<file path="src/rtl/float_sum_sequencer.sv">
// float_sum_sequencer
//   Reduces a valid/ready stream of IEEE-754 single-precision elements to one
//   sum. It does this by driving an external FloatAdder one element at a time.
//   The first element of a vector is loaded straight into the accumulator.
//   Each further element is issued to the adder together with the running sum.
//   The final sum is presented on a valid/ready output.
//   No arithmetic happens here; sign, exponent and rounding belong to the adder.
//
// Parameters
//   COUNT_W : element counter width (ElemCount saturates at all-ones)
//   TIMEOUT : adder response limit in WAIT cycles (only with the macro)
//
// Optional feature
//   FLOAT_SEQ_TIMEOUT_EN : when defined, a WAIT watchdog sets the sticky Error
//                          and ends the vector with the partial sum.
//                          When undefined, WAIT waits forever and Error is 0.
//
// Ports
//   Clock, Reset          : rising-edge clock, synchronous active-high reset
//   InData/InValid/InLast : element stream in
//   InReady               : element stream ready
//   AddOp1/AddOp2         : adder operands (running sum, new element)
//   AddInputValid         : one-cycle issue pulse to the adder
//   AddResult/-Valid      : adder result; level, held until the next issue
//   Sum/SumValid/SumReady : final sum out
//   ElemCount             : elements in current / just-finished vector
//   Error                 : sticky adder timeout
module float_sum_sequencer #(
   parameter int COUNT_W = 8,
   parameter int TIMEOUT = 64
) (
   input  logic               Clock,
   input  logic               Reset,
   input  logic [31:0]        InData,
   input  logic               InValid,
   input  logic               InLast,
   output logic               InReady,
   output logic [31:0]        AddOp1,
   output logic [31:0]        AddOp2,
   output logic               AddInputValid,
   input  logic [31:0]        AddResult,
   input  logic               AddResultValid,
   output logic [31:0]        Sum,
   output logic               SumValid,
   input  logic               SumReady,
   output logic [COUNT_W-1:0] ElemCount,
   output logic               Error
);

   typedef enum logic [2:0] {
      S_IDLE,
      S_ACCEPT,
      S_ISSUE,
      S_WAIT,
      S_DONE
   } state_t;

   state_t             state, state_n;
   logic [31:0]        acc, opb;
   logic               last_r;
   logic [COUNT_W-1:0] count;
   logic               xfer;
   logic               timeout_hit;

`ifdef FLOAT_SEQ_TIMEOUT_EN
   localparam int WC_W = $clog2(TIMEOUT + 1);
   localparam logic [WC_W-1:0] WC_LAST = WC_W'(TIMEOUT - 1);
   logic [WC_W-1:0] wcnt;
   logic            err_r;

   // wcnt holds the number of WAIT cycles already spent without a result.
   // Firing at TIMEOUT-1 makes Error visible exactly TIMEOUT cycles after WAIT entry.
   assign timeout_hit = (wcnt == WC_LAST);
   assign Error       = err_r;
`else
   assign timeout_hit = 1'b0;
   assign Error       = 1'b0;
`endif

   assign xfer      = InValid & InReady;
   assign AddOp1    = acc;
   assign AddOp2    = opb;
   assign Sum       = acc;
   assign ElemCount = count;

   // State register
   always_ff @(posedge Clock) begin
      if (Reset) state <= S_IDLE;
      else       state <= state_n;
   end

   // Next state and handshake outputs
   always_comb begin
      state_n       = state;
      InReady       = 1'b0;
      AddInputValid = 1'b0;
      SumValid      = 1'b0;
      case (state)
         S_IDLE: begin
            InReady = 1'b1;
            if (xfer) state_n = InLast ? S_DONE : S_ACCEPT;
         end
         S_ACCEPT: begin
            InReady = 1'b1;
            if (xfer) state_n = S_ISSUE;
         end
         S_ISSUE: begin
            AddInputValid = 1'b1;
            state_n       = S_WAIT;
         end
         S_WAIT: begin
            // The adder drops ResultValid on the issue edge, so any level seen
            // here belongs to the operation just issued.
            if (AddResultValid)   state_n = last_r ? S_DONE : S_ACCEPT;
            else if (timeout_hit) state_n = S_DONE;
         end
         S_DONE: begin
            SumValid = 1'b1;
            if (SumReady) state_n = S_IDLE;
         end
         default: state_n = S_IDLE;
      endcase
   end

   // Datapath registers
   always_ff @(posedge Clock) begin
      if (Reset) begin
         acc    <= '0;
         opb    <= '0;
         last_r <= 1'b0;
         count  <= '0;
      end else begin
         case (state)
            S_IDLE: begin
               if (xfer) begin
                  acc   <= InData;
                  count <= COUNT_W'(1);
               end
            end
            S_ACCEPT: begin
               if (xfer) begin
                  opb    <= InData;
                  last_r <= InLast;
                  if (count != '1) count <= count + 1'b1;
               end
            end
            S_WAIT: begin
               if (AddResultValid) acc <= AddResult;
            end
            default: ;
         endcase
      end
   end

`ifdef FLOAT_SEQ_TIMEOUT_EN
   // WAIT watchdog and sticky Error
   always_ff @(posedge Clock) begin
      if (Reset) begin
         wcnt  <= '0;
         err_r <= 1'b0;
      end else begin
         if (state == S_ISSUE) begin
            wcnt <= '0;
         end else if (state == S_WAIT && !AddResultValid) begin
            if (timeout_hit) err_r <= 1'b1;
            else             wcnt  <= wcnt + 1'b1;
         end
      end
   end
`endif

endmodule
</file>
<file path="config.mk">
export PLATFORM = sky130hd
export DESIGN_NAME = float_sum_sequencer
export DESIGN_NICKNAME = d
export VERILOG_FILES = /design/src/rtl/float_sum_sequencer.sv
export SDC_FILE = /design/constraint.sdc
export NUM_CORES = 1
export LEC_CHECK = 0
export BUFFER_PORTS_ARGS = -buffer_cell sky130_fd_sc_hd__buf_2
export CORE_UTILIZATION = 30
export CTS_CLUSTER_DIAMETER = 30
export DETAILED_ROUTE_END_ITERATION = 8
export PLACE_DENSITY = 0.63
export SLEW_MARGIN = 40
export SYNTH_ARGS = -nofsm -noshare
export SYNTH_HDL_FRONTEND = slang
export SYNTH_SLANG_ARGS = --single-unit
</file>
<file path="constraint.sdc">
create_clock -name Clock -period 3.6 [get_ports Clock]
set_clock_uncertainty 0.15 [all_clocks]
set_input_delay 0.72 -clock Clock [delete_from_list [all_inputs] [get_ports Clock]]
set_output_delay 0.72 -clock Clock [all_outputs]
set_load 0.02 [all_outputs]
</file>
After elaboration in Yosys (flattened, before gate mapping):

Cells that the tools add are included.

* register bits after elaboration: 76
* latch bits: 0
* bits in writable memories: 0
* bits in read-only memories: 0
* bits of input ports: 70
* output and inout port bits: 108
* word-level logic and storage cells: 42
* memories: 0

* add/subtract/negate cells: 1
* $mul: 0
* divide/modulo/power cells: 0
* $lt $le $gt $ge: 0
* eq/ne operators: 10
* shift-type cells: 0
* mux-type cells: 17
* bitwise operators: 1
* reductions and logical operators: 8

Operators by type and width (number)
* $mux W32: 2
* $pmux W32 S2: 1
* $mux W8: 3
* $mux W3: 6
* $pmux W8 S2: 1
* $pmux W3 S5: 1
* $ne A2 B2 Y1 const B: 5
* $add A8 B1 Y8 const B: 1
* $ne A8 B8 Y1 const B: 1
* $reduce_and A4 Y1: 2
* $eq A3 B2 Y1 const B: 2
* $reduce_bool A2 Y1: 2
* $eq A3 B1 Y1 const B: 1
* $eq A3 B3 Y1 const B: 1
* $logic_not A3 Y1: 1
* $mux W1: 3
* $reduce_and A3 Y1: 1
* $reduce_and A2 Y1: 1
* $reduce_or A2 Y1: 1
* $and A1 B1 Y1: 1

Longest topological paths before layout:

Gate-level depths: netlist (run 1).

* word-level depth: 6
* depth in mapped cells: 6
* gate-level depth less buffers: 4

Worst setup path before layout (run 1):

Ideal clock, no wire load.

* kind: register to output
* start point: register state[2]
* end point: output SumValid
* data arrival time: 1300 ps
* required time: 2730 ps
* setup slack: 1430 ps
* stages on the path, launching flop included: 3
* buffers on the path: 1
* path through: dfxtp_1 clkbuf_1 nor3b_1

* word-level cells in the longest chain between the ends: 2

RTL lines
* start: declaration: line 58 `state_t state, state_n;`
* start signal: assignment: line 89 `else state <= state_n;`
* $eq A3 B3 Y1: line 98 `case (state)`
* $mux W1: line 98
* end: declaration: line 44 `output logic SumValid,`

Every way passes these cells.

Worst setup path in the final report (run 1):

* start point: register state[1]
* end point: output AddInputValid

* word-level cells in the longest chain between the ends: 2

RTL lines
* $eq A3 B2 Y1: line 98
* $mux W1: line 98
* end: declaration: line 40 `output logic AddInputValid,`

Every way passes these cells.

==> flow_summary.toml, run 1 <==
[worst_hold_path]
hp-start = "AddOp2[11]$_SDFFE_PP0P_"
hp-class = "flip-flop to flip-flop"
whs_path_depth = 2
hold_end = "AddOp2[11]$_SDFFE_PP0P_"

[detailed_routing]
routed_wl_um = 10870
antenna_left = 0
top_layer = "met4"
dr_total_vias = 3667
post_drt_wl_per_cell_um = 14.61
drt_iter0_drc = 172
met3_length_um = 788
wl_met1_um = 4765
firstDrtPassIters = 4
wl_met2_um = 5096
routed_via_density = 4.929
drc = 0

[sta]
rsz0062_at_grt = "false"
fin_crit_ps = 2415
setup_viol = 0
hold_viol_final = 0
layout_setup_ws_ps = 1185
tns_ps = 0
maxSlewViolCount = 0
fin_crit_sh = 0.6707
worst_slew_pin_slew_ps = 721.9
clock.fmax_mhz = 414.1
relSlewSlack = 0.5173

[clocking]
post_cts_buffers = 0
cts_buffers = 9
clock_latency_ps = 340
cts_root_buffer = "clkbuf_16"
cts_hold_buf = 0
cts_tree = "done"
htree_levels = 3
cts.repair.resized = 0
clockBufferDepth = 2
cts_sinks = 76
cts.clk_slew.worst_paths_ps = 60

[setup_path]
cp-end-kind = "output pin"
worstPathMaxFanout = 20
crit_type = "flip-flop to output pin"
worst_setup_path_start_kind = "flip-flop"
reg2regPathDepth = 4
cp.arrival_ps = 1540
reg2reg_slack_ps = 1250
worstReg2RegStart = "state[1]$_SDFFE_PP0P_"
rr_endpoint = "AddOp1[9]$_SDFFE_PP0P_"
crit_required_ps = 2730

[global_route]
antenna_found_initial = 0
grt_pass1_vias = 3274
grt_overflow_total = 0
grt_start_max_net_pins = 74
grt.total_usage = 0.1673
grt_pass1_wl_um = 16720

[run]
maxCapViolCount = 0

[yosys]
synth_area_um2 = 3757
yosysWarnings = 0
ys_types = 45
synth_nets = 521
ys_seq_area_frac = 0.4049
synth_seq_cells = 76
synth-edff-count = 0
synth_cells = 450
synth-async-reset-ratio = 0
synth_ff_type = "dfxtp_1"
syn_avg_cell_area_um2 = 8.350

[placed_design]
pre_cts_slack_ps = 1223
dp.cells = 728
portBuffers = 176
dp_hpwl_um = 7786
gp_congestion = 0.7940
post_dp_cell_area_um2 = 4494

[power_and_ir_drop]
ir_drop_mv = 0.2173
powerDensity_nw_per_um2 = 497.8
p_total_uw = 2398
p_leak_uw = 0.002119

[cells_and_area]
layout_common_cells = "buf_2 (175), nand2_1 (135), dfxtp_1 (76)"
final_nets = 642
multiInputGateArea_um2 = 1808
fill_cells = 1290
design_area_um2 = 4817
area_growth_pct = 28.21
fin_cells = 744
final-seq-area_um2 = 1521
n_antenna_cell = 0
drive_above_1_share = 0.4045
final_common_cell = "buf_2"

[floorplan]
start_util = 0.3102
die_h_um = 113.9
num_rows = 40
core_area_um2 = 12110
io_pins = 178
fp.dieW_um = 113.9
die-area_um2 = 12980

[run_status]
status = "completed"
-- through the flow --
| step | hold WS, ps | utilization |
|---|---|---|
| 2_1_floorplan | 297.2 | - |
| 4_1_cts | 304.3 | 0.3977 |
| 3_3_place_gp | 290.7 | 0.3706 |
| 3_5_place_dp | 296.7 | 0.3711 |
| 6_report | 302.1 | 0.3977 |
| 5_1_grt | 322.0 | 0.3977 |
-- critical path, cell delays in order, from the launching register on --
cell	delay, ps
dfxtp_1	730
nor3b_1	270
buf_2	200
-- flip-flops by register name, summed over array words and instances, names as in the netlist --
name,flops
AddOp1,32
ElemCount,8
AddOp2,32
state,3
last_r,1
-- Yosys cell counts, types with 4 or more instances --
master / number / area, um^2
a211oi_1: 5 / 37.54
a21oi_1: 36 / 180.2
a311oi_1: 4 / 35.03
a311oi_2: 30 / 450.4
buf_2: 5 / 25.02
buf_4: 33 / 247.7
buf_6: 4 / 45.04
clkbuf_1: 29 / 108.9
dfxtp_1: 76 / 1521
inv_1: 4 / 15.01
nand2_1: 135 / 506.7
nand3_1: 5 / 25.02
nor3_1: 33 / 165.2
nor3b_1: 4 / 30.03
-- power by group --
group          switching (uW)  leakage, uW  total (uW)  internal (uW)
logic                     302      0.00134         482            180
registers                51.4     0.000622         950            898
clock network             355     0.000158         967            611
total                     708      0.00212        2400           1690
-- logic make-up after synthesis --
logic type | synth area share
and+or+nand+nor | 0.2498
AOI/OAI and AO/OA | 0.2158
buffers and inverters | 0.1199
DFF | 0.4049
muxes | 0.005328
adders and majority gates | 0.003329
other | 0.0009980
-- worst max path at each step --
stage,start,endpoint,slack (ps),cells past startpoint
2_1_floorplan,state[2]$_SDFFE_PP0P_,SumValid,1430,2
3_5_place_dp,state[1]$_SDFFE_PP0P_,AddOp1[30]$_SDFFE_PP0P_,1220,4
5_1_grt,state[1]$_SDFFE_PP0P_,AddOp1[30]$_SDFFE_PP0P_,1020,4
4_1_cts,state[2]$_SDFFE_PP0P_,SumValid,1160,2
6_report,state[1]$_SDFFE_PP0P_,AddInputValid,1190,2
3_3_place_gp,InValid,AddOp1[10]$_SDFFE_PP0P_,1160,4
-- routing by layer --
metal,vias up,track usage
li1,1769,-
met1,1727,0.2101
met2,152,0.2699
met3,19,0.04251
met4,0,0.07619
met5,-,0
-- final cells by class --
type,count,share of cell area
Clock buffer,13,0.05818
Clock inverter,3,0.008831
Inverter,4,0.003117
Multi-Input combinational cell,297,0.3753
Sequential cell,76,0.3158
Tap cell,168,0.04364
Timing Repair Buffer,183,0.1951
Note: power is estimated with default switching activity, not from simulation.
==> run 2, diff against run 1 <==
Settings changed: ABC_AREA set to 1.
Clock period 3.6 ns to 2.4 ns, I/O delays scaled along.
==> run 2 against run 1 <==
The flow now finishes with violations (DRC). Combinational power rose by 130%. Via count fell by 2.7%. Largest power group unchanged. Highest routed layer unchanged. Power rose by 74%. Global-route usage fell by 0.60 points.
==> flow_summary.toml, run 2 <==
[cells_and_area]
n_antenna_cell = 0
fin_util = 0.4044
final_nets = 742
area_growth_pct = 29.57
fin_cells = 818
final_common_cell = "buf_2"
drive_above_1_share = 0.3141
fill_cells = 1241
layout_common_cells = "buf_2 (176), nor2_1 (142), nand2_1 (129)"

[yosys]
synth-edff-count = 0
ys_seq_area_frac = 0.4215
synth_top_family_by_area = "simple AND/OR/NAND/NOR gates"
synth_area_um2 = 3610
syn_avg_cell_area_um2 = 6.722
synth_top_area_frac = 0.4215
synth_ff_type = "dfxtp_1"
synthXorXnorAreaFrac = 0.002426
synth_fa_ha_area_frac = 0.003466
ys_types = 22
synth_nets = 608
synth_cells = 537
synth_compound_area_frac = 0.1144
yosysWarnings = 0
synth.top_cells.by_count = "nor2_1 (142), nand2_1 (129), dfxtp_1 (76)"
muxShareOfSynthArea = 0
yosys.area_share.simple = 0.3251
synth.largest_area_cell = "dfxtp_1"
synth.most_common_cell = "nor2_1"
synth_seq_cells = 76
synth_area_leaders = "dfxtp_1 (42%), nor2_1 (15%), nand2_1 (13%)"
synth-async-reset-ratio = 0

[floorplan]
start_util = 0.3121
io_pins = 178
core_area_um2 = 11560
die_h_um = 111.7
die-area_um2 = 12470
fp.dieW_um = 111.7
num_rows = 39

[setup_path]
slowest_stage = "dfxtp_1"
crit_required_ps = 1770
crit_type = "flip-flop to output pin"
timing.critical_path.cells = "inv_1 -> nor2_4 -> nand2_4 -> nand2_2 -> buf_2"
worstPathMaxFanout = 7
cp-end-kind = "output pin"
slowest_delay_ps = 420
worst_setup_path_start_kind = "flip-flop"
cp.arrival_ps = 1360

[clocking]
htree_levels = 3
cts_hold_buf = 0
clock_latency_ps = 320
cts.clk_slew.worst_paths_ps = 60
clockBufferDepth = 2
cts.repair.resized = 0
cts_root_buffer = "clkbuf_16"
cts_buffers = 9
post_cts_buffers = 0
cts_tree = "done"
cts_sinks = 76

[placed_design]
dp_hpwl_um = 6950
pre_cts_slack_ps = 618.4
portBuffers = 176
gp_congestion = 0.8342
dp.cells = 803

[detailed_routing]
firstDrtPassIters = 7
routed_via_density = 4.361
drc = 13
routed_wl_um = 9855
drt_iter0_drc = 193
antenna_left = 0
post_drt_wl_per_cell_um = 12.05
dr_total_vias = 3567

[run]
maxCapViolCount = 0

[run_status]
status = "finished, violations left"
violations = "DRC"

[sta]
maxSlewViolCount = 0
tns_ps = 0
layout_setup_ws_ps = 411.7
fin_crit_sh = 0.8285
clock.fmax_mhz = 502.9
fin_crit_ps = 1988
setup_viol = 0
rsz0062_at_grt = "false"
hold_viol_final = 0
relSlewSlack = 0.5533
worst_slew_pin_slew_ps = 669.0

[power_and_ir_drop]
ir_drop_mv = 0.2912
powerDensity_nw_per_um2 = 890.1
p_total_uw = 4163
p_leak_uw = 0.002538

[global_route]
grt_overflow_total = 0
grt_start_max_net_pins = 68
grt_pass1_wl_um = 15890
antenna_found_initial = 0
grt.total_usage = 0.1613
grt_pass1_vias = 3269

[worst_hold_path]
hp-class = "input pin to flip-flop"
-- run 2: cell count changes in the layout (fill, tap and decap cells not counted), sizes merged, moves of 5 or more --
cell,before,now
nor2,3,146
o21ai,3,71
a311oi,34,0
nor3,33,3
a21oi,36,10
inv,4,22
nand3,5,11
a211oi,5,0
-- run 2: path summary, 6_finish.rpt --
kind | start | slack (ps) | end | cells after the start
setup / recovery | state[0]$_SDFFE_PP0P_ | 410 | InReady | 5
hold / removal | InData[28] | 240 | AddOp2[28]$_SDFFE_PP0P_ | 3
setup reg to reg | state[0]$_SDFFE_PP0P_ | 680 | last_r$_SDFFE_PP0P_ | 7
hold reg to reg | last_r$_SDFFE_PP0P_ | 330 | last_r$_SDFFE_PP0P_ | 2
-- run 2: final cells by class --
class                           count  area (um^2)  area share
Tap cell                          143        178.9     0.03826
Clock buffer                       11        242.7     0.05190
Sequential cell                    76         1521      0.3253
Multi-Input combinational cell    379         1612      0.3446
Timing Repair Buffer              182        938.4      0.2006
Inverter                           23        86.33     0.01846
Clock inverter                      4        97.59     0.02087
-- run 2: cell families (layout without fill, tap and decap cells) --
family	after synthesis	in the layout
simple gates	294	294
compound gates	82	82
buf+inv	82	220
flops	76	76
fa+ha+maj	1	1
other cells	1	1
xor+xnor	1	1
-- run 2: per-layer routing --
layer	vias up	GRT usage	part of all wire
met5	-	0	0
met4	0	0.07027	0.015
met3	12	0.02831	0.060
met2	119	0.2600	0.45
met1	1528	0.2113	0.48
li1	1908	-	-
-- run 2: through the flow --
step / hold slack, ps / area (um^2)
5_1_grt: 254.0 / 4677
4_1_cts: 232.7 / 4677
3_3_place_gp: 317.9 / 4337
2_1_floorplan: 294.0 / 3610
3_5_place_dp: 315.2 / 4337
6_report: 243.7 / 4677
-- run 2: worst max-delay path: cells and delay by family, from the launching register on --
kind	cells	cell delay [ps]
flops	1	420
buf+inv	2	300
simple gates	3	320
-- run 2: power by group --
part,leakage [uW],internal (uW),switching (uW)
Sequential,0.000623,1420,104
Clock,0.000162,1040,511
Combinational,0.00175,349,741
==> run 3, diff against run 2 <==
Settings changed: ABC_AREA 1 to 0, PLACE_DENSITY 0.63 to 0.65.
Clock period 2.4 ns to 1.7 ns, I/O delays scaled along.
==> run 3 against run 2 <==
Via count is 7.0% higher. Cell area is 17% higher. First-iteration DRC count is 20% lower. Core utilization is 4.8 points higher. Power is 21% higher. Critical path type unchanged. Non-clock buffer count is 50 higher. Sequential share of layout area is 4.6 points lower. Sequential cell count stayed put. The run ends with setup timing left.
==> flow_summary.toml, run 3 (same netlist as run 1, synthesis figures left out) <==
[detailed_routing]
antenna_left = 0
post_drt_wl_per_cell_um = 15.37
drt_iter0_drc = 155
drc = 0
firstDrtPassIters = 4
routed_wl_um = 12190
dr_total_vias = 3816
routed_via_density = 4.812

[placed_design]
dp_hpwl_um = 8285
post_dp_cell_area_um2 = 4742
portBuffers = 176
gp_congestion = 0.8271
pre_cts_slack_ps = 3.578

[run_status]
status = "finished, violations left"
violations = "setup timing"

[power_and_ir_drop]
p_leak_uw = 0.002439
powerDensity_nw_per_um2 = 919.5
ir_drop_mv = 0.6559

[setup_path]
crit_required_ps = 1210
worst_setup_path_start_kind = "flip-flop"
cp.arrival_ps = 1280
cp-end-kind = "output pin"
crit_type = "flip-flop to output pin"
worstPathMaxFanout = 6

[cells_and_area]
layout_common_cells = "buf_2 (173), nand2_1 (134), dfxtp_1 (73)"
final_common_cell = "buf_2"
drive_above_1_share = 0.4816
design_area_um2 = 5477
n_antenna_cell = 0
area_growth_pct = 45.75
final_nets = 691

[clocking]
cts_buffers = 9
cts_root_buffer = "clkbuf_16"
clockBufferDepth = 2
cts.clk_slew.worst_paths_ps = 60
cts_sinks = 76
clock_latency_ps = 340
cts_tree = "done"
htree_levels = 3

[global_route]
grt.total_usage = 0.1792
grt_pass1_wl_um = 18060
antenna_found_initial = 0
grt_pass1_vias = 3570
grt_overflow_total = 0
grt_start_max_net_pins = 35

[floorplan]
core_area_um2 = 12110
die-area_um2 = 12980
die_h_um = 113.9
start_util = 0.3102
num_rows = 40
io_pins = 178
fp.dieW_um = 113.9

[sta]
whs_ps = 97.73
clock.fmax_mhz = 565.1
fin_crit_sh = 1.041
rsz0062_at_grt = "true"
hold_viol_final = 0
setup_viol = 11
fin_crit_ps = 1770
layout_setup_ws_ps = -69.53
maxSlewViolCount = 0

[run]
maxCapViolCount = 0

[worst_hold_path]
hp-class = "input pin to flip-flop"
-- run 3: cell types whose count changed in the layout (fill, tap and decap cells not counted), sizes merged, moves of 18 or more --
cell | before | now
nor2 | 146 | 3
buf | 182 | 228
inv | 22 | 4
a21oi | 10 | 36
o21ai | 71 | 3
a311oi | 0 | 34
nor3 | 3 | 33
-- run 3: area by class of cell --
class	count	area (um^2)
multi-input cells	297	1911
clock buffers	11	242.7
fillers	1190	6635
clock inverters	5	27.53
repair buffers	232	1543
flip-flops and latches	76	1528
inverters	4	15.01
well taps	168	210.2
-- run 3: timing repair --
item,CTS,global route
gates resized for setup,16,35
setup buffers,5,17
pin swaps,1,25
gates cloned,1,6
endpoints found under the hold margin,0,0
setup endpoints to repair,5,62
hold buffers,0,0
-- run 3: metrics by stage --
step	instances	util	total power, uW	TNS, ps
after floorplan	450	-	2822	-225.0
after global placement	750	0.3915	3130	0
after detailed placement	750	0.3915	3153	0
after CTS	772	0.4240	4968	-139.8
after global routing	793	0.4522	5266	-1557
final	793	0.4522	5036	-271.2
-- run 3: layer usage --
layer	global-route usage	up-vias	routed length, um	part of all wire
li1	-	1873	-	-
met1	0.2076	1786	5134	0.42
met2	0.3122	138	6192	0.51
met3	0.04888	19	648	0.053
met4	0.07273	0	212	0.017
met5	0	-	0	0
-- run 3: final timing paths --
| kind | start | endpoint | slack (ps) | depth (start not counted) |
|---|---|---|---|---|
| worst min register to register | AddOp2[25]$_SDFFE_PP0P_ | AddOp2[25]$_SDFFE_PP0P_ | 300 | 2 |
| worst min-delay path | InData[2] | AddOp2[2]$_SDFFE_PP0P_ | 100 | 3 |
| worst max-delay path | state[1]$_SDFFE_PP0P_ | SumValid | -70 | 4 |
| worst max register to register | state[1]$_SDFFE_PP0P_ | AddOp1[14]$_SDFFE_PP0P_ | -40 | 6 |
-- run 3: report_power, final --
group,switching [uW],total (uW),internal (uW)
sequential,92.8,2000,1900
clock,732,1750,1020
combinational,729,1290,563
total,1550,5040,3480
-- run 3: worst max-delay path: stages, from the launching register on --
cell and delay (ps):
dfxtp_4 360, buf_12 130, buf_8 120, nor3b_4 190, buf_6 140
